--- config.mk ---
export PLATFORM = sky130hd
export DESIGN_NAME = custom_cpu_dmem_bridge_flat
export DESIGN_NICKNAME = d
export VERILOG_FILES = /design/src/rtl/custom_cpu_dmem_bridge_pkg.sv /design/src/rtl/custom_cpu_dmem_bridge_if.sv /design/src/rtl/custom_cpu_dmem_bridge_tx_fifo.sv /design/src/rtl/custom_cpu_dmem_bridge.sv /design/src/flat_wrapper.sv
export SDC_FILE = /design/constraint.sdc
export NUM_CORES = 1
export LEC_CHECK = 0
export CORE_MARGIN = 5
export CORE_UTILIZATION = 50
export DETAILED_ROUTE_END_ITERATION = 10
export HOLD_SLACK_MARGIN = 0.15
export PLACE_DENSITY = 0.81
export SETUP_SLACK_MARGIN = 0.1
export SYNTH_ARGS = -nofsm -noshare
export SYNTH_HDL_FRONTEND = slang
export SYNTH_SLANG_ARGS = --single-unit
export TNS_END_PERCENT = 5
--- constraint.sdc ---
create_clock -name clk -period 3.5 [get_ports clk]
set_input_delay 0.7 -clock clk [delete_from_list [all_inputs] [get_ports clk]]
set_output_delay 0.7 -clock clk [all_outputs]
set_load 0.02 [all_outputs]
--- src/rtl/custom_cpu_dmem_bridge_pkg.sv ---
// Shared types for the CPU data-memory bridge: FSM states, UART address, status layout.
// Latency: n/a (declarations only).
// Backpressure: n/a.
package custom_cpu_dmem_pkg;

  typedef enum logic [2:0] {
    ST_IDLE   = 3'd0,
    ST_WAIT   = 3'd1,
    ST_ACK    = 3'd2,
    ST_RD_RAM = 3'd3,
    ST_RESP   = 3'd4
  } state_e;

  localparam logic [31:0] UART_TX_ADDR_DEF = 32'h6000_0000;

  // Bit positions inside the UART status word returned on a UART read
  localparam int STAT_EMPTY_BIT = 0;
  localparam int STAT_FULL_BIT  = 1;

  function automatic logic [31:0] uart_status(input logic full, input logic empty);
    logic [31:0] s;
    s                 = '0;
    s[STAT_FULL_BIT]  = full;
    s[STAT_EMPTY_BIT] = empty;
    return s;
  endfunction

endpackage

--- src/rtl/custom_cpu_dmem_bridge_if.sv ---
// CPU data-port bundle: request (held until ack) plus load-data valid/ready return.
// Latency: n/a (wires only).
// Backpressure: CPU stalls on Mem_Req_Ack; bridge holds load data until Read_data_Ready.
interface custom_cpu_dmem_bridge_if;
  logic        MemWrite;
  logic        MemRead;
  logic [31:0] Address;
  logic [31:0] Write_data;
  logic [3:0]  Write_strb;
  logic        Mem_Req_Ack;
  logic [31:0] Read_data;
  logic        Read_data_Valid;
  logic        Read_data_Ready;

  modport master (
    output MemWrite, MemRead, Address, Write_data, Write_strb, Read_data_Ready,
    input  Mem_Req_Ack, Read_data, Read_data_Valid
  );

  modport slave (
    input  MemWrite, MemRead, Address, Write_data, Write_strb, Read_data_Ready,
    output Mem_Req_Ack, Read_data, Read_data_Valid
  );
endinterface

--- src/rtl/custom_cpu_dmem_bridge_tx_fifo.sv ---
// Byte FIFO between the bridge and the UART model; head is shown while non-empty.
// Latency: a push becomes visible at the head one cycle later (no bypass when empty).
// Backpressure: push dropped when full unless a pop happens in the same cycle.
module custom_cpu_tx_fifo #(
  parameter int WIDTH = 8,
  parameter int DEPTH = 16
) (
  input  logic             clk,
  input  logic             rst,
  input  logic             push_i,
  input  logic [WIDTH-1:0] push_dat_i,
  input  logic             pop_i,
  output logic [WIDTH-1:0] head_o,
  output logic             full_o,
  output logic             empty_o
);
  localparam int AW = $clog2(DEPTH);

  logic [AW:0]      wr_q, wr_d, rd_q, rd_d;
  logic [WIDTH-1:0] mem_q [DEPTH];
  logic             do_push, do_pop;

  // Extra pointer MSB distinguishes full from empty when the indices match
  assign empty_o = (wr_q == rd_q);
  assign full_o  = (wr_q[AW] != rd_q[AW]) && (wr_q[AW-1:0] == rd_q[AW-1:0]);
  assign do_pop  = pop_i & ~empty_o;
  assign do_push = push_i & (~full_o | do_pop);
  assign wr_d    = wr_q + {{AW{1'b0}}, do_push};
  assign rd_d    = rd_q + {{AW{1'b0}}, do_pop};
  assign head_o  = empty_o ? '0 : mem_q[rd_q[AW-1:0]];

  // Pointer registers
  always_ff @(posedge clk) begin
    if (rst) begin
      wr_q <= '0;
      rd_q <= '0;
    end else begin
      wr_q <= wr_d;
      rd_q <= rd_d;
    end
  end

  // Storage write; contents need no reset since the pointers gate visibility
  always_ff @(posedge clk) begin
    if (do_push) mem_q[wr_q[AW-1:0]] <= push_dat_i;
  end
endmodule

--- src/rtl/custom_cpu_dmem_bridge.sv ---
// CPU data-port slave: routes requests to a 1-cycle SRAM or a UART TX FIFO/status register.
// Latency: ack REQ_DELAY+1 cycles after the request is seen; load data valid the cycle after ack.
// Backpressure: UART writes stall in ACK while the FIFO is full; load data held until ready.
module custom_cpu_dmem_bridge
  import custom_cpu_dmem_pkg::*;
#(
  parameter int          MEM_AW       = 12,
  parameter int          REQ_DELAY    = 2,
  parameter logic [31:0] UART_TX_ADDR = UART_TX_ADDR_DEF,
  parameter int          FIFO_DEPTH   = 16
) (
  input  logic                  clk,
  input  logic                  rst,
  custom_cpu_dmem_bridge_if.slave cpu,
  output logic                  ram_en,
  output logic [3:0]            ram_wen,
  output logic [MEM_AW-1:0]     ram_addr,
  output logic [31:0]           ram_wdata,
  input  logic [31:0]           ram_rdata,
  output logic [7:0]            uart_tx_data,
  output logic                  uart_tx_valid,
  input  logic                  uart_tx_ready,
  output logic                  fifo_empty,
  output logic                  proto_err
);
  localparam logic [3:0] DLY_LAST = (REQ_DELAY == 0) ? 4'd0 : 4'(REQ_DELAY - 1);

  state_e      state_q, state_d;
  logic [3:0]  cnt_q, cnt_d;
  logic [31:2] addr_q;
  logic [31:0] wdata_q, rdata_q;
  logic [3:0]  strb_q;
  logic        wr_q, proto_err_q;
  logic        req, is_uart;
  logic        fifo_full, fifo_empty_w, fifo_pop, fifo_push, fifo_space;
  logic        ack, rd_vld;
  logic [31:0] rd_dat;

  assign req        = cpu.MemWrite | cpu.MemRead;
  assign is_uart    = (addr_q == UART_TX_ADDR[31:2]);
  assign fifo_pop   = uart_tx_ready & ~fifo_empty_w;
  // A pop in the same cycle frees a slot for a push even when full
  assign fifo_space = ~fifo_full | fifo_pop;

  // State register
  always_ff @(posedge clk) begin
    if (rst) state_q <= ST_IDLE;
    else     state_q <= state_d;
  end

  // Next-state and delay-counter logic
  always_comb begin
    state_d = state_q;
    cnt_d   = '0;
    unique case (state_q)
      ST_IDLE:   if (req) state_d = (REQ_DELAY == 0) ? ST_ACK : ST_WAIT;
      ST_WAIT: begin
        cnt_d = cnt_q + 4'd1;
        if (cnt_q == DLY_LAST) state_d = ST_ACK;
      end
      ST_ACK: begin
        if (wr_q) begin
          if (!is_uart || fifo_space) state_d = ST_IDLE;
        end else begin
          state_d = is_uart ? ST_RESP : ST_RD_RAM;
        end
      end
      // Load data is already presented in RD_RAM, so a handshake here completes the read
      ST_RD_RAM: state_d = cpu.Read_data_Ready ? ST_IDLE : ST_RESP;
      ST_RESP:   if (cpu.Read_data_Ready) state_d = ST_IDLE;
      default:   state_d = ST_IDLE;
    endcase
  end

  // Outputs decoded from state; reset forces them quiet in the same cycle
  always_comb begin
    ack       = 1'b0;
    ram_en    = 1'b0;
    ram_wen   = '0;
    ram_addr  = '0;
    ram_wdata = '0;
    rd_vld    = 1'b0;
    rd_dat    = '0;
    fifo_push = 1'b0;
    if (!rst) begin
      case (state_q)
        ST_ACK: begin
          if (wr_q && is_uart) begin
            ack       = fifo_space;
            fifo_push = fifo_space & strb_q[0];
          end else begin
            ack      = 1'b1;
            ram_en   = ~is_uart;
            ram_addr = is_uart ? '0 : addr_q[MEM_AW+1:2];
            if (wr_q && !is_uart) begin
              ram_wen   = strb_q;
              ram_wdata = wdata_q;
            end
          end
        end
        ST_RD_RAM: begin
          rd_vld = 1'b1;
          rd_dat = ram_rdata;
        end
        ST_RESP: begin
          rd_vld = 1'b1;
          rd_dat = rdata_q;
        end
        default: ;
      endcase
    end
  end

  // Request latch, load-data capture and sticky protocol error
  always_ff @(posedge clk) begin
    if (rst) begin
      cnt_q       <= '0;
      addr_q      <= '0;
      wdata_q     <= '0;
      strb_q      <= '0;
      wr_q        <= 1'b0;
      rdata_q     <= '0;
      proto_err_q <= 1'b0;
    end else begin
      cnt_q <= cnt_d;
      if (state_q == ST_IDLE && req) begin
        addr_q  <= cpu.Address[31:2];
        wdata_q <= cpu.Write_data;
        strb_q  <= cpu.Write_strb;
        wr_q    <= cpu.MemWrite;
        if (cpu.MemWrite && cpu.MemRead) proto_err_q <= 1'b1;
      end
      if (state_q == ST_ACK && !wr_q && is_uart) rdata_q <= uart_status(fifo_full, fifo_empty_w);
      if (state_q == ST_RD_RAM) rdata_q <= ram_rdata;
    end
  end

  custom_cpu_tx_fifo #(
    .WIDTH (8),
    .DEPTH (FIFO_DEPTH)
  ) u_tx_fifo (
    .clk        (clk),
    .rst        (rst),
    .push_i     (fifo_push),
    .push_dat_i (wdata_q[7:0]),
    .pop_i      (uart_tx_ready),
    .head_o     (uart_tx_data),
    .full_o     (fifo_full),
    .empty_o    (fifo_empty_w)
  );

  assign cpu.Mem_Req_Ack     = ack;
  assign cpu.Read_data_Valid = rd_vld;
  assign cpu.Read_data       = rd_dat;
  assign uart_tx_valid       = ~fifo_empty_w;
  assign fifo_empty          = fifo_empty_w;
  assign proto_err           = proto_err_q;
endmodule

--- src/flat_wrapper.sv ---
// flat-port wrapper written by rule: the top's interface ports become plain ports
module custom_cpu_dmem_bridge_flat import custom_cpu_dmem_pkg::*;
#(
  parameter int          MEM_AW       = 12,
  parameter int          REQ_DELAY    = 2,
  parameter logic [31:0] UART_TX_ADDR = UART_TX_ADDR_DEF,
  parameter int          FIFO_DEPTH   = 16
)
  (clk, rst, ram_en, ram_wen, ram_addr, ram_wdata, ram_rdata, uart_tx_data, uart_tx_valid, uart_tx_ready, fifo_empty, proto_err, cpu_MemWrite, cpu_MemRead, cpu_Address, cpu_Write_data, cpu_Write_strb, cpu_Read_data_Ready, cpu_Mem_Req_Ack, cpu_Read_data, cpu_Read_data_Valid);
  custom_cpu_dmem_bridge_if cpu_i ();
  input  logic clk;
  input  logic rst;
  output logic ram_en;
  output logic [3:0] ram_wen;
  output logic [MEM_AW-1:0] ram_addr;
  output logic [31:0] ram_wdata;
  input  logic [31:0] ram_rdata;
  output logic [7:0] uart_tx_data;
  output logic uart_tx_valid;
  input  logic uart_tx_ready;
  output logic fifo_empty;
  output logic proto_err;
  input wire logic [$bits(cpu_i.MemWrite)-1:0] cpu_MemWrite;
  input wire logic [$bits(cpu_i.MemRead)-1:0] cpu_MemRead;
  input wire logic [$bits(cpu_i.Address)-1:0] cpu_Address;
  input wire logic [$bits(cpu_i.Write_data)-1:0] cpu_Write_data;
  input wire logic [$bits(cpu_i.Write_strb)-1:0] cpu_Write_strb;
  input wire logic [$bits(cpu_i.Read_data_Ready)-1:0] cpu_Read_data_Ready;
  output wire logic [$bits(cpu_i.Mem_Req_Ack)-1:0] cpu_Mem_Req_Ack;
  output wire logic [$bits(cpu_i.Read_data)-1:0] cpu_Read_data;
  output wire logic [$bits(cpu_i.Read_data_Valid)-1:0] cpu_Read_data_Valid;
  assign cpu_i.MemWrite = cpu_MemWrite;
  assign cpu_i.MemRead = cpu_MemRead;
  assign cpu_i.Address = cpu_Address;
  assign cpu_i.Write_data = cpu_Write_data;
  assign cpu_i.Write_strb = cpu_Write_strb;
  assign cpu_i.Read_data_Ready = cpu_Read_data_Ready;
  assign cpu_Mem_Req_Ack = cpu_i.Mem_Req_Ack;
  assign cpu_Read_data = cpu_i.Read_data;
  assign cpu_Read_data_Valid = cpu_i.Read_data_Valid;
  custom_cpu_dmem_bridge #(.MEM_AW(MEM_AW), .REQ_DELAY(REQ_DELAY), .UART_TX_ADDR(UART_TX_ADDR), .FIFO_DEPTH(FIFO_DEPTH)) u_core (.clk(clk), .rst(rst), .cpu(cpu_i), .ram_en(ram_en), .ram_wen(ram_wen), .ram_addr(ram_addr), .ram_wdata(ram_wdata), .ram_rdata(ram_rdata), .uart_tx_data(uart_tx_data), .uart_tx_valid(uart_tx_valid), .uart_tx_ready(uart_tx_ready), .fifo_empty(fifo_empty), .proto_err(proto_err));
endmodule
==> impl_metrics.py, run 1 <==
metrics = {
    "run_status": {
        "run_status": "finished, final reports clean",
    },
    "clock_tree": {
        "root_buffer": "clkbuf_16",
        "cts_sinks": 245,
        "clkTransAtPathRegs_ns": 0.06,
        "cts-buffers-inserted": 26,
        "worstSkewPairLatency_ns": 0.53,
        "htree_num_levels": 1,
        "cts_buffer_depth": 3,
        "cts_tree": "built",
    },
    "drt": {
        "wl_per_cell_um": 18.95,
        "ant_nets": 0,
        "drtIter0Drc": 455,
        "drt_first_pass_iters": 5,
        "vias": 7426,
        "wl_um": 25310,
        "drc": 0,
        "vias_per_cell": 5.558,
    },
    "place": {
        "postPlaceCellArea_mm2": 0.01247,
        "place_hpwl_um": 16660,
        "gp_congestion": 0.7697,
        "numPortBuffers": 197,
    },
    "synthesis": {
        "ys_ff_latch": 245,
        "syn_avg_cell_area_um2": 11.92,
        "synth-compound-area-share_pct": 10.16,
        "synthXorXnorAreaFrac_pct": 1.126,
        "syn_area_mm2": 0.01011,
        "ys_types": 46,
        "ys_warn_count": 0,
        "synthAdderAreaFrac_pct": 0.7424,
        "yosys.area.top_type_share_pct": 38.01,
        "yosysSeqAreaShare_pct": 61.17,
        "synthSimpleGateAreaFrac_pct": 15.34,
        "synthMuxAreaShare_pct": 8.018,
        "synth_ff_type": "edfxtp_1",
        "syn_nets": 960,
        "syn_inst": 848,
        "yosysMostFrequentCell": "nand2_1",
        "synth_commonest_cells": "139 x nand2_1, 128 x edfxtp_1, 117 x dfxtp_1",
        "synthTopCellsByArea": "edfxtp_1 38%, dfxtp_1 23%, mux4_2 7.1%",
        "synth_async_sr_flop_share_pct": 0,
        "synth_edf_count": 128,
        "yosys.area.top_type": "edfxtp_1",
        "synth_top_family_by_area": "simple AND/OR/NAND/NOR gates",
    },
    "flow_run": {
        "maxCapViolCount": 0,
    },
    "setup_path": {
        "critPathLaunchType": "flip-flop",
        "worstSetupPathType": "reg2out",
        "critPathArrivalTime_ns": 2.63,
        "cp_max_fo": 40,
        "cp-end-kind": "output port",
        "cp.required_ns": 2.80,
    },
    "die": {
        "dieArea_mm2": 0.02317,
        "design.core.area_mm2": 0.02010,
        "chipHeight_um": 152.2,
        "die_w_um": 152.2,
        "ioPinCount": 200,
        "fp-row-count": 52,
        "initial_core_util_pct": 50.30,
    },
    "global_routing": {
        "grt_use_total_pct": 21.38,
        "grt_pass1_vias": 7590,
        "antenna_found_initial": 0,
        "grt_max_degree": 67,
        "grt_overflow_total": 0,
        "grt_pass1_wl_um": 40570,
    },
    "worst_hold_path": {
        "hold_path_class": "reg2reg",
    },
    "timing": {
        "worst_pin_slew_ns": 0.6924,
        "slew_violations": 0,
        "fin_tns_setup_ns": 0,
        "post-route-min-period_ns": 3.326,
        "min_period_over_period_pct": 95.04,
        "setup_viol_count_final": 0,
        "clock.fmax_mhz": 300.6,
        "rsz0062_at_grt": "true",
        "slew_headroom_pct": 53.84,
        "fin_skew_ns": 0.02065,
        "hold_viol": 0,
    },
    "final_layout": {
        "nFillCells": 1471,
        "final_area_mm2": 0.01335,
        "final_layout_size_suffix_gt1_share_pct": 12.95,
        "diodes": 0,
        "layout.nets": 1158,
        "syn2layout_area_growth_pct": 32.02,
    },
    "power": {
        "max-vdd-ir-drop_mv": 0.4920,
        "total_leakage_power_nw": 4.908,
        "power_density_mw_per_mm2": 547.6,
        "power_mw": 7.310,
    },
}
## cell usage in the layout, fill, tap and decap left out, types with 7 or more instances in the layout
| cell | instances |
|---|---|
| dlygate4sd2_1 | 30 |
| dfxtp_1 | 114 |
| clkdlybuf4s50_1 | 166 |
| buf_4 | 37 |
| a211oi_1 | 16 |
| a22o_1 | 30 |
| a22oi_1 | 33 |
| and2_1 | 12 |
| nor2b_1 | 13 |
| clkbuf_16 | 26 |
| nor4_1 | 7 |
| nand2_1 | 139 |
| and3_1 | 36 |
| mux4_2 | 32 |
| xnor2_1 | 7 |
| nor2_1 | 57 |
| a21oi_1 | 67 |
| mux2i_1 | 8 |
| inv_1 | 7 |
| edfxtp_1 | 128 |
## routing by layer
metal / routed length [um] / track usage (%)
met1: 9893 / 26.61
met2: 12680 / 36.73
met3: 2105 / 5.879
met4: 633 / 6.250
met5: 0 / 0
## cells by family (layout without fill, tap and decap cells)
group,after synthesis,count (layout)
AO/OA/AOI/OAI,154,154
XOR/XNOR,13,13
adder cells (fa/ha/maj),6,6
buffers and inverters,76,294
flip-flops,245,245
multiplexers,41,41
AND/OR/NAND/NOR,313,313
## power breakdown
| group | internal (mW) | leakage (nW) | switching [mW] |
|---|---|---|---|
| registers | 3.32 | 2.14 | 0.216 |
| logic | 0.440 | 2.36 | 0.665 |
| clock network | 1.56 | 0.406 | 1.11 |
| total | 5.32 | 4.91 | 1.99 |
## per-stage QoR
stage / hold slack [ns] / std cells / utilization [%] / setup WS (ns)
2_1_floorplan: 0.4314 / 848 / - / 0.8925
3_3_place_gp: 0.4373 / 1284 / 62.04 / 0.3908
3_5_place_dp: 0.4418 / 1284 / 62.04 / 0.3863
4_1_cts: 0.4498 / 1335 / 66.36 / 0.07270
5_1_grt: 0.4684 / 1336 / 66.41 / 0.03763
6_report: 0.4502 / 1336 / 66.41 / 0.1735
## repair_timing
action / CTS / global route
hold buffers: 0 / 0
gates cloned: 1 / 0
endpoints found under the hold margin: 0 / 0
buffers inserted: 2 / 1
endpoints found under the setup margin: 55 / 19
resized for setup: 36 / 1
pin swaps: 2 / 2
## worst max-delay path, stage by stage (launching register included)
cell and delay (ns):
dfxtp_1 0.35, nor4_2 0.31, nand4_1 0.22, nor2_2 0.22, nor2_4 0.07, buf_12 0.17, and3_1 0.20, clkdlybuf4s50_1 0.56
## path summary, 6_finish.rpt
check                                                    from                                     end  slack [ns]  depth (start not counted)
worst max-delay path            u_core.addr_q[3]$_SDFFE_PP0P_                            ram_wdata[0]        0.17                          7
worst min-delay path            u_core.strb_q[3]$_SDFFE_PP0P_           u_core.strb_q[3]$_SDFFE_PP0P_        0.45                          2
worst max register to register  u_core.addr_q[3]$_SDFFE_PP0P_  u_core.u_tx_fifo.mem_q[4][4]$_DFFE_PP_        0.86                          7
worst min register to register  u_core.strb_q[3]$_SDFFE_PP0P_           u_core.strb_q[3]$_SDFFE_PP0P_        0.45                          2
## final cells by class
| cell class | count | area [um2] | share of cell area (%) |
|---|---|---|---|
| Clock buffer | 34 | 700.7 | 5.248 |
| Tap cell | 270 | 337.8 | 2.530 |
| Clock inverter | 14 | 136.4 | 1.022 |
| Inverter | 7 | 26.28 | 0.1968 |
| Timing Repair Buffer | 239 | 2335 | 17.49 |
| Sequential cell | 245 | 6192 | 46.38 |
| Multi-Input combinational cell | 527 | 3622 | 27.13 |
## state kept, by name, indices dropped and copies added (netlist names)
signal,cells
u_core.addr_q,30
u_core.cnt_q,4
u_core.proto_err,1
u_core.rdata_q,32
u_core.state_q,3
u_core.strb_q,4
u_core.u_tx_fifo.mem_q,128
u_core.u_tx_fifo.rd_q,5
u_core.u_tx_fifo.wr_q,5
u_core.wdata_q,32
u_core.wr_q,1
No activity file was read; power rests on OpenSTA's default activity.
==> inputs of run 2 (changes only) <==
--- a/config.mk
+++ b/config.mk
@@ -5,6 +5,7 @@
 export SDC_FILE = /design/constraint.sdc
 export NUM_CORES = 1
 export LEC_CHECK = 0
+export ABC_CLOCK_PERIOD_IN_PS = 3500
 export CORE_MARGIN = 5
 export CORE_UTILIZATION = 50
 export DETAILED_ROUTE_END_ITERATION = 10
==> results of run 2 <==
Final layout, timing and power as in run 1 (identical DEF).
==> inputs of run 3 (changes only) <==
--- a/config.mk
+++ b/config.mk
@@ -5,7 +5,6 @@
 export SDC_FILE = /design/constraint.sdc
 export NUM_CORES = 1
 export LEC_CHECK = 0
-export ABC_CLOCK_PERIOD_IN_PS = 3500
 export CORE_MARGIN = 5
 export CORE_UTILIZATION = 50
 export DETAILED_ROUTE_END_ITERATION = 10
==> results of run 3 <==
Final layout, timing and power as in run 1 (identical DEF).
